## config.mk

```make
export PLATFORM = sky130hd
export DESIGN_NAME = decode_vec_stage
export DESIGN_NICKNAME = d
export VERILOG_FILES = /design/src/rtl/decode_vec_pkg.sv /design/src/rtl/regfile_vec_bypass.sv /design/src/rtl/decode_vec_stage.sv
export SDC_FILE = /design/constraint.sdc
export NUM_CORES = 2
export LEC_CHECK = 0
export CAP_MARGIN = 20
export CORE_MARGIN = 1
export CORE_UTILIZATION = 55
export DETAILED_ROUTE_END_ITERATION = 7
export GPL_TIMING_DRIVEN = 0
export PLACE_DENSITY = 0.8
export SLEW_MARGIN = 10
export SYNTH_ARGS = -nofsm -noshare
export SYNTH_HDL_FRONTEND = slang
export SYNTH_HIERARCHICAL = 1
export SYNTH_SLANG_ARGS = --single-unit
```

## constraint.sdc

```tcl
create_clock -name clk -period 13.81 [get_ports clk]
set_input_delay 2.762 -clock clk [delete_from_list [all_inputs] [get_ports clk]]
set_output_delay 2.762 -clock clk [all_outputs]
set_load 0.005 [all_outputs]
```

## src/rtl/decode_vec_pkg.sv

```systemverilog
// Shared types and constants for the vector decode stage.
// Default geometry matches the vector filter CPU.
package decode_vec_pkg;

   typedef enum logic [1:0] {
      IMM8     = 2'b00,
      IMM12    = 2'b01,
      BR24     = 2'b10,
      IMM_NONE = 2'b11
   } imm_src_t;

   localparam int LANES_DEF = 3;
   localparam int DW_DEF    = 18;
   localparam int NREGS_DEF = 16;

   // The highest register index aliases the PC.
   function automatic int pc_reg(input int nregs);
      return nregs - 1;
   endfunction

   localparam int PC_REG = pc_reg(NREGS_DEF);

   typedef logic [LANES_DEF*DW_DEF-1:0] lane_vec_t;

endpackage

```

## src/rtl/regfile_vec_bypass.sv

```systemverilog
// Vector register file: one write port, two combinational read ports with
// write-through bypass, and the top index aliased to PC+8 on every lane.
module regfile_vec_bypass
   import decode_vec_pkg::*;
#(
   parameter int LANES = 3,
   parameter int DW    = 18,
   parameter int NREGS = 16,
   parameter int AW    = $clog2(NREGS)
) (
   input  logic                  clk,
   input  logic                  rst_n,
   input  logic                  we_i,
   input  logic [AW-1:0]         wa_i,
   input  logic [LANES*DW-1:0]   wd_i,
   input  logic [AW-1:0]         ra1_i,
   input  logic [AW-1:0]         ra2_i,
   input  logic [DW-1:0]         pc_i,
   output logic [LANES*DW-1:0]   rd1_o,
   output logic [LANES*DW-1:0]   rd2_o
);

   localparam logic [AW-1:0] PC_ADDR = AW'(pc_reg(NREGS));

   logic [LANES*DW-1:0] mem_q [NREGS];
   logic                wr_en;

   assign wr_en = we_i && (wa_i != PC_ADDR);

   always_ff @(posedge clk) begin
      if (!rst_n) begin
         for (int i = 0; i < NREGS; i++) begin
            mem_q[i] <= '0;
         end
      end else if (wr_en) begin
         mem_q[wa_i] <= wd_i;
      end
   end

   // A write in flight is visible to the same-cycle read.
   always_comb begin
      rd1_o = mem_q[ra1_i];
      if (ra1_i == PC_ADDR) begin
         rd1_o = {LANES{pc_i}};
      end else if (wr_en && (wa_i == ra1_i)) begin
         rd1_o = wd_i;
      end
   end

   always_comb begin
      rd2_o = mem_q[ra2_i];
      if (ra2_i == PC_ADDR) begin
         rd2_o = {LANES{pc_i}};
      end else if (wr_en && (wa_i == ra2_i)) begin
         rd2_o = wd_i;
      end
   end

endmodule

```

## src/rtl/decode_vec_stage.sv

```systemverilog
// Vector decode stage: operand read, lane-broadcast immediate and the ID/EX
// register with stall, flush and writeback patching of held operands.
module decode_vec_stage
   import decode_vec_pkg::*;
#(
   parameter int LANES = 3,
   parameter int DW    = 18,
   parameter int NREGS = 16,
   parameter int AW    = $clog2(NREGS)
) (
   input  logic                  clk,
   input  logic                  rst_n,
   input  logic [31:0]           instr_d,
   input  logic [DW-1:0]         pc_plus8_d,
   input  logic [1:0]            reg_src_d,
   input  logic [1:0]            imm_src_d,
   input  logic                  valid_d,
   input  logic                  stall,
   input  logic                  flush,
   input  logic                  we_w,
   input  logic [AW-1:0]         wa_w,
   input  logic [LANES*DW-1:0]   wd_w,
   output logic                  ex_valid,
   output logic [LANES*DW-1:0]   ex_rd1,
   output logic [LANES*DW-1:0]   ex_rd2,
   output logic [LANES*DW-1:0]   ex_imm,
   output logic [AW-1:0]         ex_ra1,
   output logic [AW-1:0]         ex_ra2,
   output logic [AW-1:0]         ex_wa
);

   localparam logic [AW-1:0] PC_ADDR = AW'(pc_reg(NREGS));

   logic [AW-1:0]        ra1, ra2, wa;
   logic [LANES*DW-1:0]  rd1, rd2;
   logic [31:0]          imm32;
   logic [DW-1:0]        imm_lane;
   logic                 unused_instr;

   assign ra1 = reg_src_d[0] ? PC_ADDR : AW'(instr_d[19:16]);
   assign ra2 = reg_src_d[1] ? AW'(instr_d[15:12]) : AW'(instr_d[3:0]);
   assign wa  = AW'(instr_d[15:12]);
   assign unused_instr = ^instr_d[31:24];

   regfile_vec_bypass #(
      .LANES (LANES),
      .DW    (DW),
      .NREGS (NREGS),
      .AW    (AW)
   ) u_rf (
      .clk   (clk),
      .rst_n (rst_n),
      .we_i  (we_w),
      .wa_i  (wa_w),
      .wd_i  (wd_w),
      .ra1_i (ra1),
      .ra2_i (ra2),
      .pc_i  (pc_plus8_d),
      .rd1_o (rd1),
      .rd2_o (rd2)
   );

   always_comb begin
      imm32 = '0;
      unique case (imm_src_t'(imm_src_d))
         IMM8:    imm32 = {24'b0, instr_d[7:0]};
         IMM12:   imm32 = {20'b0, instr_d[11:0]};
         BR24:    imm32 = {{6{instr_d[23]}}, instr_d[23:0], 2'b00};
         default: imm32 = '0;
      endcase
   end

   assign imm_lane = imm32[DW-1:0];

   logic                 ex_valid_q, ex_valid_d;
   logic [LANES*DW-1:0]  ex_rd1_q, ex_rd1_d;
   logic [LANES*DW-1:0]  ex_rd2_q, ex_rd2_d;
   logic [LANES*DW-1:0]  ex_imm_q, ex_imm_d;
   logic [AW-1:0]        ex_ra1_q, ex_ra1_d;
   logic [AW-1:0]        ex_ra2_q, ex_ra2_d;
   logic [AW-1:0]        ex_wa_q, ex_wa_d;
   logic                 patch1, patch2;

   // While stalled, a writeback to a held source keeps that operand current.
   assign patch1 = we_w && (wa_w != PC_ADDR) && (wa_w == ex_ra1_q);
   assign patch2 = we_w && (wa_w != PC_ADDR) && (wa_w == ex_ra2_q);

   always_comb begin
      ex_valid_d = ex_valid_q;
      ex_rd1_d   = ex_rd1_q;
      ex_rd2_d   = ex_rd2_q;
      ex_imm_d   = ex_imm_q;
      ex_ra1_d   = ex_ra1_q;
      ex_ra2_d   = ex_ra2_q;
      ex_wa_d    = ex_wa_q;
      if (flush) begin
         ex_valid_d = 1'b0;
         ex_rd1_d   = '0;
         ex_rd2_d   = '0;
         ex_imm_d   = '0;
         ex_ra1_d   = '0;
         ex_ra2_d   = '0;
         ex_wa_d    = '0;
      end else if (stall) begin
         if (patch1) ex_rd1_d = wd_w;
         if (patch2) ex_rd2_d = wd_w;
      end else begin
         ex_valid_d = valid_d;
         ex_rd1_d   = rd1;
         ex_rd2_d   = rd2;
         ex_imm_d   = {LANES{imm_lane}};
         ex_ra1_d   = ra1;
         ex_ra2_d   = ra2;
         ex_wa_d    = wa;
      end
   end

   always_ff @(posedge clk) begin
      if (!rst_n) begin
         ex_valid_q <= 1'b0;
         ex_rd1_q   <= '0;
         ex_rd2_q   <= '0;
         ex_imm_q   <= '0;
         ex_ra1_q   <= '0;
         ex_ra2_q   <= '0;
         ex_wa_q    <= '0;
      end else begin
         ex_valid_q <= ex_valid_d;
         ex_rd1_q   <= ex_rd1_d;
         ex_rd2_q   <= ex_rd2_d;
         ex_imm_q   <= ex_imm_d;
         ex_ra1_q   <= ex_ra1_d;
         ex_ra2_q   <= ex_ra2_d;
         ex_wa_q    <= ex_wa_d;
      end
   end

   assign ex_valid = ex_valid_q;
   assign ex_rd1   = ex_rd1_q;
   assign ex_rd2   = ex_rd2_q;
   assign ex_imm   = ex_imm_q;
   assign ex_ra1   = ex_ra1_q;
   assign ex_ra2   = ex_ra2_q;
   assign ex_wa    = ex_wa_q;

endmodule

```

==> key figures <==
Synth
  • Async set-reset flop share out of synthesis: 0%
  • Most frequently used flop master after synthesis: sky130_fd_sc_hd__edfxtp_1
  • Sequential share of the synthesized area: 54.0%
  • Most area-consuming cells after synthesis: sky130_fd_sc_hd__edfxtp_1 49%, sky130_fd_sc_hd__mux4_2 18%, sky130_fd_sc_hd__and2_1 9.5%
  • Yosys cell types: 49
  • Avg Inst Size Synth: 14.2 um^2
  • Yosys top cell area share: 48.8%
  • Number of enable-type register cells in the synthesized netlist: 864
  • Synthesis warning total: 6
  • Synthesized area: 53200 um^2
  • FF+latch count, synth: 1003
  • Post-synthesis cell type with the largest combined area: sky130_fd_sc_hd__edfxtp_1
  • Cell count after synthesis: 3731

Pwr
  • Clock network fraction of total power: 36.4%
  • Pleak: 21.6 nW
  • Combinational fraction of design power: 16.2%
  • Power per cell area: 121 nW/um^2
  • Sequential group share of total power: 47.4%
  • Switching share of power: 26.5%
  • Worst vdd rail ir drop: 0.0941 mV
  • Sw Pwr: 0.00200 W
  • Design internal power: 0.00554 W

Die
  • Initial standard-cell utilization of the core: 55.7%
  • Core footprint: 95400 um^2
  • Die X-Extent: 313 um
  • Die Area: 97900 um^2
  • Number of placement rows: 113
  • Die height: 313 um
  • Boundary Pins: 293

Drt
  • Wire length on met2: 82600 um
  • Via-per-instance ratio: 7.02
  • Met3 Routed Length: 32800 um
  • Met1 routed wirelength after detailed routing: 60300 um
  • Vias: 39165
  • Wire per inst: 34.0 um
  • Highest signal layer in the routed design: met5
  • Overall routed net length: 190000 um
  • Number of search-and-repair iterations in the first detailed-routing pass: 8
  • Number of DRC markers in iteration 0: 6400
  • Detailed-route DRC error count: 1
  • Remaining antenna violation count after routing: 0

Timing
  • Final hold violation count: 0
  • Actual transition at the worst max-transition pin: 1340 ps
  • Post-layout min period: 6720 ps
  • Final-layout setup total negative slack: 0 ps
  • Setup-failing EPs final: 0
  • Hold Slack: 499 ps
  • Worst setup slack after layout: 7090 ps
  • Setup repair after global routing missed its margin: no
  • Max Clock Skew: 30.2 ps
  • Total count of max-transition violations in the final report: 0
  • Share of the clock period used by the worst path after layout: 48.7%
  • Fmax: 0.149 GHz
  • Max transition margin: 10.7%

Setup path
  • Maximum fanout count along the critical path: 10
  • Max incr delay on CP: 820 ps
  • Start-to-end type of the worst setup path: input port to flip-flop
  • Worst R2R Setup Slack: 10860 ps
  • Number of cells on the worst reg-to-reg path: 6
  • CP endpoint kind: flip-flop
  • Critical path, cell by cell: clkdlybuf4s50_1 > or2_2 > buf_4 > buf_6 > buf_6 > nand4_4 > o41a_1 > clkbuf_1 > o21ai_0 > o221a_1 > mux2i_1 > a211oi_1
  • Data required, critical path: 14360 ps
  • End of the worst register-to-register path: ex_rd1[38]
  • Crit path arrival time: 7280 ps
  • Worst reg2reg path startpoint: ex_ra1[1]
  • Slowest cell on the critical path: sky130_fd_sc_hd__o41a_1
  • Crit start category: input port
  • Cell type with the highest occurrence count on the critical path: sky130_fd_sc_hd__buf_6

Clocking
  • Buffers from clock root to sink, at most: 3
  • Clock slew seen by the registers of the worst setup and hold paths: 60 ps
  • Number of buffers created by CTS: 101
  • Number of hold buffers added after cts: 0
  • Worst-Skew Late Latency: 700 ps
  • Cts repair resizes: 0
  • H-Tree Level Count: 3
  • Count of buffers added by post-CTS timing repair for setup: 0
  • Clk sinks: 1003
  • Root buf cell: sky130_fd_sc_hd__clkbuf_16
  • CTS tree: yes

Global route
  • Via count of the first global-routing pass: 38609
  • Pin count of the biggest net entering global routing: 36
  • Global-route wire length before repair: 266000 um
  • Global-route usage over all layers: 38.3%
  • Total grt overflow: 0
  • Number of antenna violations at the first check in global routing: 20

Place
  • I/O Buffers: 279
  • Routability cong.: 0.964
  • Setup slack after placement: 6810 ps
  • Half-perimeter wire length after detailed placement: 137000 um
  • Instance area at placement: 58800 um^2

Outcome
  • Failing checks: DRC
  • Run status: complete, but fails checks

Layout
  • Synth-to-Final Area Change: 16.9%
  • Share of the core filled with cells: 65.1%
  • Proportion of layout cells with a drive suffix above 1: 20.2%
  • Number of nets in the layout: 4332
  • Design area: 62200 um^2

Min path
  • Class of the most critical hold timing path: flip-flop to flip-flop
  • Sink of the worst hold path: ex_valid
  • Cell depth of the worst min-delay path: 2
  • Worst hold path startpoint: ex_valid

Run
  • Maximum capacitance violations: 0
==> logic make-up after synthesis <==
family	synth area share [%]
compound gates	8.94
other cells	0.00705
mux	20.5
flops	54.0
xor+xnor	0.292
buf+inv	4.14
simple gates	12.0
==> stage by stage <==
step | power [W] | cells
after floorplan | 0.00430 | 3784
after global placement | 0.00475 | 5328
after detailed placement | 0.00479 | 5374
after CTS | 0.00747 | 5562
after global routing | 0.00767 | 5568
final | 0.00754 | 5580
==> worst max-delay path: cells and delay by family <==
family                 cells  cell delay (ps)
AOI/OAI and AO/OA          4             1490
buffers and inverters      5             1640
muxes                      1              730
and+or+nand+nor            2              620
==> routing by layer <==
layer  vias to the layer above  global-route usage, %
li1                      15496                      -
met5                         -                      0
met4                        24                   23.1
met1                     19250                   46.1
met3                       797                   16.8
met2                      3598                   57.0
==> how the worst max path moves through the flow <==
stage | cells past startpoint | endpoint | start
global placement | 5 | u_rf/mem_q[1][22] | rst_n
detailed placement | 12 | ex_rd1[34] | reg_src_d[0]
floorplan | 4 | u_rf/mem_q[1][0] | wa_w[3]
global route | 12 | ex_rd1[34] | reg_src_d[0]
CTS | 12 | ex_rd1[34] | reg_src_d[0]
finish | 12 | ex_rd1[36] | reg_src_d[0]
==> cells in the mapped netlist (all sizes together) (106+ instances only) <==
library cell,number
a211oi,108
buf,195
edfxtp,864
mux2i,123
dfxtp,139
mux4,428
and2,810
nand2b,119
o22ai,216
o21ai,120
a21oi,114
o221a,106
clkbuf,236
==> layout make-up <==
class | count | area, um^2
Antenna cell | 16 | 40.0
Buffer | 431 | 2190
Clock buffer | 128 | 2790
Clock inverter | 60 | 472
Fill cell | 6511 | 33300
Inverter | 3 | 13.8
Multi-Input combinational cell | 2347 | 22600
Sequential cell | 1003 | 28700
Tap cell | 1265 | 1580
Timing Repair Buffer | 327 | 3750
==> power groups by stage <==
stage | registers, W | logic [W] | clock network, W
after floorplan | 0.00359 | 0.000704 | 0
after global placement | 0.00364 | 0.00111 | 0
after detailed placement | 0.00362 | 0.00116 | 0
after CTS | 0.00356 | 0.00117 | 0.00274
after global routing | 0.00358 | 0.00124 | 0.00285
final | 0.00357 | 0.00122 | 0.00274
==> layout by cell type (no fill, tap or decap), types with 9 or more instances in the layout <==
cell type,instances
sky130_fd_sc_hd__nand2b_1,117
sky130_fd_sc_hd__clkinv_1,21
sky130_fd_sc_hd__buf_4,78
sky130_fd_sc_hd__edfxtp_1,864
sky130_fd_sc_hd__and2_1,810
sky130_fd_sc_hd__conb_1,54
sky130_fd_sc_hd__buf_6,32
sky130_fd_sc_hd__buf_1,14
sky130_fd_sc_hd__nor2_1,27
sky130_fd_sc_hd__nand2_1,12
sky130_fd_sc_hd__diode_2,16
sky130_fd_sc_hd__mux2i_1,123
sky130_fd_sc_hd__xor2_1,12
sky130_fd_sc_hd__o221a_1,98
sky130_fd_sc_hd__clkdlybuf4s50_1,279
sky130_fd_sc_hd__a211oi_1,108
sky130_fd_sc_hd__buf_2,81
sky130_fd_sc_hd__buf_16,15
sky130_fd_sc_hd__a221oi_1,10
sky130_fd_sc_hd__mux4_2,428
sky130_fd_sc_hd__nor2_2,9
sky130_fd_sc_hd__o22ai_1,216
sky130_fd_sc_hd__nor3_1,14
sky130_fd_sc_hd__buf_12,18
sky130_fd_sc_hd__nor2b_1,19
sky130_fd_sc_hd__clkbuf_1,247
sky130_fd_sc_hd__a21oi_1,114
sky130_fd_sc_hd__clkinv_2,20
sky130_fd_sc_hd__o21ai_0,108
sky130_fd_sc_hd__dfxtp_1,139
sky130_fd_sc_hd__clkbuf_16,105
sky130_fd_sc_hd__o21ai_4,11
==> sequential cells by signal, indices dropped and copies added, names as in the netlist <==
| signal | count |
|---|---|
| ex_wa | 4 |
| ex_imm | 18 |
| ex_ra1 | 4 |
| ex_valid | 1 |
| ex_ra2 | 4 |
| u_rf/mem_q | 864 |
| ex_rd1 | 54 |
| ex_rd2 | 54 |
Note: power is estimated with default switching activity, not from simulation.
